**config.mk**
```make
export PLATFORM = sky130hd
export DESIGN_NAME = masked_subbytes_sequencer_flat
export DESIGN_NICKNAME = d
export VERILOG_FILES = /design/src/rtl/masked_aes_pkg.sv /design/src/rtl/masked_subbytes_sequencer_if.sv /design/src/rtl/share_byte_remap.sv /design/src/rtl/masked_subbytes_sequencer.sv /design/src/flat_wrapper.sv
export SDC_FILE = /design/constraint.sdc
export NUM_CORES = 1
export LEC_CHECK = 0
export ABC_AREA = 1
export ABC_CLOCK_PERIOD_IN_PS = 7000
export CORE_AREA = 2 2 216 218
export DETAILED_ROUTE_END_ITERATION = 10
export DIE_AREA = 0 0 218 220
export PLACE_DENSITY = 0.83
export SLEW_MARGIN = 20
export SYNTH_ARGS = -nofsm -noshare
export SYNTH_HDL_FRONTEND = slang
export SYNTH_SLANG_ARGS = --single-unit
```
**constraint.sdc**
```tcl
create_clock -name clk -period 7 [get_ports clk]
set_input_delay 1.4 -clock clk [delete_from_list [all_inputs] [get_ports clk]]
set_output_delay 1.4 -clock clk [all_outputs]
set_load 0.02 [all_outputs]
```
**src/rtl/masked_aes_pkg.sv**
```systemverilog
// Shared constants, FSM state encoding and share-layout index helpers for the masked AES datapath.
package masked_aes_pkg;

    localparam int N_BYTES          = 16;
    localparam int BYTE_W           = 8;
    localparam int DEFAULT_SBOX_LAT = 4;

    localparam logic [1:0] S_IDLE  = 2'd0;
    localparam logic [1:0] S_FEED  = 2'd1;
    localparam logic [1:0] S_DRAIN = 2'd2;
    localparam logic [1:0] S_DONE  = 2'd3;

    typedef enum logic [1:0] {
        ST_IDLE  = S_IDLE,
        ST_FEED  = S_FEED,
        ST_DRAIN = S_DRAIN,
        ST_DONE  = S_DONE
    } fsm_state_e;

    // Bit b of share sh inside one byte: share-major packs shares side by side,
    // interleaved places the shares of each bit next to each other.
    function automatic int sm_idx(input int sh, input int b);
        return sh * BYTE_W + b;
    endfunction

    function automatic int il_idx(input int nsh, input int sh, input int b);
        return b * nsh + sh;
    endfunction

endpackage

```
**src/rtl/masked_subbytes_sequencer_if.sv**
```systemverilog
// Handshake and data bundle between the round logic, the SubBytes sequencer and the DOM S-box.
interface masked_subbytes_sequencer_if #(parameter int d = 2);
    logic               start;
    logic [128*d-1:0]   state_in;
    logic [8*d-1:0]     sbox_in;
    logic [8*d-1:0]     sbox_out;
    logic [128*d-1:0]   state_out;
    logic               busy;
    logic               done;

    modport master (
        output start, state_in, sbox_out,
        input  sbox_in, state_out, busy, done
    );

    modport slave (
        input  start, state_in, sbox_out,
        output sbox_in, state_out, busy, done
    );
endinterface

```
**src/rtl/share_byte_remap.sv**
```systemverilog
// Converts one shared byte between share-major and bit-interleaved layouts.
// Purely combinational wiring, zero latency, no flow control.
module share_byte_remap
    import masked_aes_pkg::*;
#(
    parameter int d     = 2,
    parameter bit TO_IL = 1'b1
) (
    input  logic [BYTE_W*d-1:0] din,
    output logic [BYTE_W*d-1:0] dout
);

    for (genvar i = 0; i < d; i++) begin : g_share
        for (genvar j = 0; j < BYTE_W; j++) begin : g_bit
            if (TO_IL) begin : g_fwd
                assign dout[il_idx(d, i, j)] = din[sm_idx(i, j)];
            end else begin : g_inv
                assign dout[sm_idx(i, j)] = din[il_idx(d, i, j)];
            end
        end
    end

endmodule

```
**src/rtl/masked_subbytes_sequencer.sv**
```systemverilog
// Streams a latched d-share AES state byte-serially through the DOM S-box and reassembles the result.
// Done at cycle 17+SBOX_LAT after start; start is ignored (not queued) while busy or done.
module masked_subbytes_sequencer
    import masked_aes_pkg::*;
#(
    parameter int d        = 2,
    parameter int SBOX_LAT = DEFAULT_SBOX_LAT
) (
    input  logic                        clk,
    input  logic                        rst_n,
    masked_subbytes_sequencer_if.slave  bus
);

    localparam int SW = N_BYTES * BYTE_W;
    localparam int BW = BYTE_W * d;

    fsm_state_e             st;
    logic [SW*d-1:0]        state_q;
    logic [SW*d-1:0]        out_q;
    logic [3:0]             feed_cnt;
    logic [4:0]             cap_cnt;
    logic [SBOX_LAT-1:0]    vld_sr;
    logic [BW-1:0]          feed_sm;
    logic [BW-1:0]          feed_il;
    logic [BW-1:0]          cap_sm;
    logic                   cap_en;

    always_comb begin
        feed_sm = '0;
        for (int i = 0; i < d; i++) begin
            feed_sm[i*BYTE_W +: BYTE_W] = state_q[i*SW + BYTE_W*int'(feed_cnt) +: BYTE_W];
        end
    end

    share_byte_remap #(.d(d), .TO_IL(1'b1)) u_feed_remap (
        .din  (feed_sm),
        .dout (feed_il)
    );

    share_byte_remap #(.d(d), .TO_IL(1'b0)) u_cap_remap (
        .din  (bus.sbox_out),
        .dout (cap_sm)
    );

    // Outside FEED the S-box sees zeros so no stale shares leak into its pipeline.
    assign bus.sbox_in   = (st == ST_FEED) ? feed_il : '0;
    assign bus.state_out = out_q;
    assign bus.busy      = (st == ST_FEED) || (st == ST_DRAIN);
    assign bus.done      = (st == ST_DONE);

    assign cap_en = vld_sr[SBOX_LAT-1] && (cap_cnt != 5'(N_BYTES));

    always_ff @(posedge clk) begin
        if (!rst_n) begin
            st       <= ST_IDLE;
            state_q  <= '0;
            out_q    <= '0;
            feed_cnt <= '0;
            cap_cnt  <= '0;
            vld_sr   <= '0;
        end else begin
            vld_sr[0] <= (st == ST_FEED);
            for (int n = 1; n < SBOX_LAT; n++) begin
                vld_sr[n] <= vld_sr[n-1];
            end

            if (cap_en) begin
                for (int i = 0; i < d; i++) begin
                    out_q[i*SW + BYTE_W*int'(cap_cnt[3:0]) +: BYTE_W] <= cap_sm[i*BYTE_W +: BYTE_W];
                end
                cap_cnt <= cap_cnt + 5'd1;
            end

            case (st)
                ST_IDLE: begin
                    if (bus.start) begin
                        state_q  <= bus.state_in;
                        feed_cnt <= '0;
                        cap_cnt  <= '0;
                        st       <= ST_FEED;
                    end
                end
                ST_FEED: begin
                    feed_cnt <= feed_cnt + 4'd1;
                    if (feed_cnt == 4'(N_BYTES - 1)) begin
                        st <= ST_DRAIN;
                    end
                end
                ST_DRAIN: begin
                    if (cap_en && (cap_cnt == 5'(N_BYTES - 1))) begin
                        st <= ST_DONE;
                    end
                end
                default: st <= ST_IDLE;
            endcase
        end
    end

endmodule

```
**src/flat_wrapper.sv**
```systemverilog
// flat-port wrapper written by rule: the top's interface ports become plain ports
module masked_subbytes_sequencer_flat import masked_aes_pkg::*;
#(
    parameter int d        = 2,
    parameter int SBOX_LAT = DEFAULT_SBOX_LAT
)
  (clk, rst_n, bus_start, bus_state_in, bus_sbox_out, bus_sbox_in, bus_state_out, bus_busy, bus_done);
  masked_subbytes_sequencer_if #(.d(d)) bus_i ();
  input  logic clk;
  input  logic rst_n;
  input wire logic [$bits(bus_i.start)-1:0] bus_start;
  input wire logic [$bits(bus_i.state_in)-1:0] bus_state_in;
  input wire logic [$bits(bus_i.sbox_out)-1:0] bus_sbox_out;
  output wire logic [$bits(bus_i.sbox_in)-1:0] bus_sbox_in;
  output wire logic [$bits(bus_i.state_out)-1:0] bus_state_out;
  output wire logic [$bits(bus_i.busy)-1:0] bus_busy;
  output wire logic [$bits(bus_i.done)-1:0] bus_done;
  assign bus_i.start = bus_start;
  assign bus_i.state_in = bus_state_in;
  assign bus_i.sbox_out = bus_sbox_out;
  assign bus_sbox_in = bus_i.sbox_in;
  assign bus_state_out = bus_i.state_out;
  assign bus_busy = bus_i.busy;
  assign bus_done = bus_i.done;
  masked_subbytes_sequencer #(.d(d), .SBOX_LAT(SBOX_LAT)) u_core (.clk(clk), .rst_n(rst_n), .bus(bus_i));
endmodule
```
==> results.py <==
metrics = {
    "run_status": {
        "status": "finished clean",
    },
    "clocking": {
        "htreeDepth": 2,
        "clk_pin_slew_ps": 60,
        "clock-root-buffer": "clkbuf_16",
        "post_cts.resized_instances": 0,
        "postCtsSetupRepairBufs": 0,
        "clk_latency_ps": 630,
        "clock_sinks": 527,
        "clockBufferDepth": 3,
        "cts_tree": "yes",
        "cts_made_buffers": 55,
        "holdBufCountCts": 0,
    },
    "synth": {
        "synth_top_area_frac": 0.459,
        "synth-edff-count": 0,
        "synthTopCellsByArea": "dfxtp_1 46%, nor2_1 16%, o21ai_0 12%, nand2_1 5.5%, clkbuf_1 2.9%",
        "synth.avg_cell_area_sq_um": 6.96,
        "synth_seq_cells": 527,
        "synth_area_sq_um": 23000,
        "synth_cells": 3302,
        "synth_most_common_cell": "nor2_1",
        "synth-main-ff-cell": "dfxtp_1",
        "yosys-top-cells-count": "1,009 x nor2_1, 554 x o21ai_0, 527 x dfxtp_1",
        "ys_warn_count": 0,
        "postSynth.asyncResetShare": 0,
        "yosysTopAreaCell": "dfxtp_1",
        "syn_nets": 3590,
        "yosysUniqueCellTypes": 35,
        "yosysSeqAreaShare": 0.459,
    },
    "critical_path": {
        "r2r_start": "u_core.cap_cnt[0]",
        "r2r_end": "u_core.bus.state_out[50]",
        "r2r_setup_slack_ps": 2420,
        "critPathSlowestCell": "clkinv_2",
        "crit_path_end_kind": "output port",
        "startpoint_type": "flop",
        "required_ps": 5600,
        "arrival_ps": 4130,
        "cp_cell_sequence": "clkinv_2, buf_4, o21ai_0, o22ai_1, o211ai_1, a21oi_1, clkdlybuf4s50_1",
        "critPathMaxFanout": 69,
        "critPathKind": "reg2out",
        "reg2reg_depth": 11,
        "max_stage_delay_ps": 870,
    },
    "timing": {
        "finalHoldViolCount": 0,
        "tightest_slew_ps": 1070,
        "timing.fmax_ghz": 0.181,
        "worst_slew_margin_rel": 0.288,
        "fin_crit_sh": 0.790,
        "skew_ps": 29.9,
        "rsz0062_at_grt": "no",
        "min_period_ps": 5530,
        "setup_tns_ps": 0,
        "finalSetupViolCount": 0,
        "slew_violations": 0,
    },
    "floorplanning": {
        "dieArea_sq_um": 48000,
        "die_y_um": 220,
        "core-area_sq_um": 45900,
        "start_util": 0.501,
        "die_w_um": 218,
        "rows": 79,
        "io_pins": 549,
    },
    "min_path": {
        "hold_depth": 2,
        "hold_class": "reg2reg",
        "hold_end": "u_core.vld_sr[2]",
        "hp-start": "u_core.vld_sr[1]",
    },
    "layout": {
        "postLayoutCellArea_sq_um": 30500,
        "drive_gt1_frac": 0.0433,
        "area_growth_pct": 33.0,
        "num-nets-final": 3985,
    },
    "route": {
        "viasPerCell": 5.69,
        "drt_iter0_markers": 3110,
        "drc": 0,
        "dr_total_vias": 24800,
        "wirelength_mm": 85.3,
        "wl_per_cell_um": 19.6,
        "postRouteAntennaNets": 0,
        "drt_first_pass_iters": 8,
    },
    "grt": {
        "grt_pass1_wl_mm": 127,
        "grt_max_degree": 228,
        "grt_pass1_vias": 22600,
        "grt_usage": 0.338,
        "overflow": 0,
        "antenna_found_initial": 5,
    },
    "placed_design": {
        "gp_congestion": 0.939,
        "portBuffers": 548,
        "detailed_place.area_sq_um": 28500,
        "dp_hpwl_mm": 58.9,
    },
    "power": {
        "total_power_mw": 9.00,
        "power_density_nw_per_um2": 295,
        "peakVddDrop_v": 0.000231,
        "power.leakage_nw": 12.2,
    },
    "flow_run": {
        "drv_cap": 0,
    },
}
==> cell usage in the layout (no fill, tap or decap), drive strengths merged <==
cell	synthesis	layout
nor2	1016	1016
o21ai	556	556
clkdlybuf4s50	0	547
dfxtp	527	527
nand2	338	338
inv	140	140
nand3	111	111
a21oi	100	100
clkbuf	177	79
nor3	65	65
a31oi	43	43
o221ai	38	38
nand4	38	38
o211ai	27	27
buf	53	21
o22ai	16	16
clkinv	5	16
a211oi	15	15
ha	13	13
bufinv	0	9
nand3b	8	8
nor4	6	6
diode	0	4
o31ai	4	4
clkinvlp	0	4
o211a	3	3
or2	2	2
and3	1	1
==> cell type report <==
cell class	count	area (sq um)
diodes	4	10.0
repair buffers	568	5670
clock inverters	24	363
clock buffers	79	1670
flip-flops and latches	527	10600
fillers	3883	15300
multi-input cells	2400	11000
well taps	607	759
inverters	145	554
==> state kept, by name, indices dropped and copies added (netlist names) <==
register	flops
u_core.bus.state_out	256
u_core.cap_cnt	5
u_core.feed_cnt	4
u_core.st	2
u_core.state_q	256
u_core.vld_sr	4
==> worst max-delay path: cells and delay by family (launching register included) <==
family	cells	cell delay, ps
AO/OA/AOI/OAI	4	680
buffers and inverters	3	2040
flip-flops	1	760
==> worst max-delay path by stage <==
| stage | start | end | slack, ps | cells past startpoint |
|---|---|---|---|---|
| global route | u_core.feed_cnt[0] | bus_sbox_in[14] | 1250 | 7 |
| CTS | u_core.feed_cnt[0] | bus_sbox_in[0] | 1560 | 7 |
| global placement | u_core.feed_cnt[0] | bus_sbox_in[2] | 2270 | 7 |
| detailed placement | u_core.feed_cnt[0] | bus_sbox_in[6] | 2200 | 7 |
| floorplan | u_core.feed_cnt[0] | bus_sbox_in[7] | 3960 | 7 |
| finish | u_core.feed_cnt[0] | bus_sbox_in[0] | 1470 | 7 |
==> report_power, final <==
part           leakage, nW  internal (mW)  switching [mW]
Sequential            4.31           3.42           0.283
Combinational         6.90          0.719            1.33
Clock                0.997           1.99            1.27
Total                 12.2           6.12            2.88
==> cell families (layout without fill, tap and decap cells) <==
group,count (synthesis),after routing,synth area share
other cells,0,4,0
flops,527,527,0.459
fa+ha+maj,13,13,0.00708
buf+inv,375,816,0.0640
simple gates,1585,1585,0.280
compound gates,802,802,0.190
==> stage by stage <==
step	cells	utilization	hold WS (ps)	setup WS [ps]
after floorplan	3302	-	390	3960
after global placement	4246	0.621	402	2270
after detailed placement	4246	0.621	403	2200
after CTS	4349	0.665	426	1560
after global routing	4354	0.666	439	1250
final	4354	0.666	429	1470
==> metal layers <==
metal,wire length [um],global-route usage,up-vias
met5,11,0,-
met4,4280,0.175,2
met3,8810,0.0832,232
met2,39900,0.568,1321
met1,32300,0.401,11500
li1,-,-,11700
No activity file was read; power rests on OpenSTA's default activity.
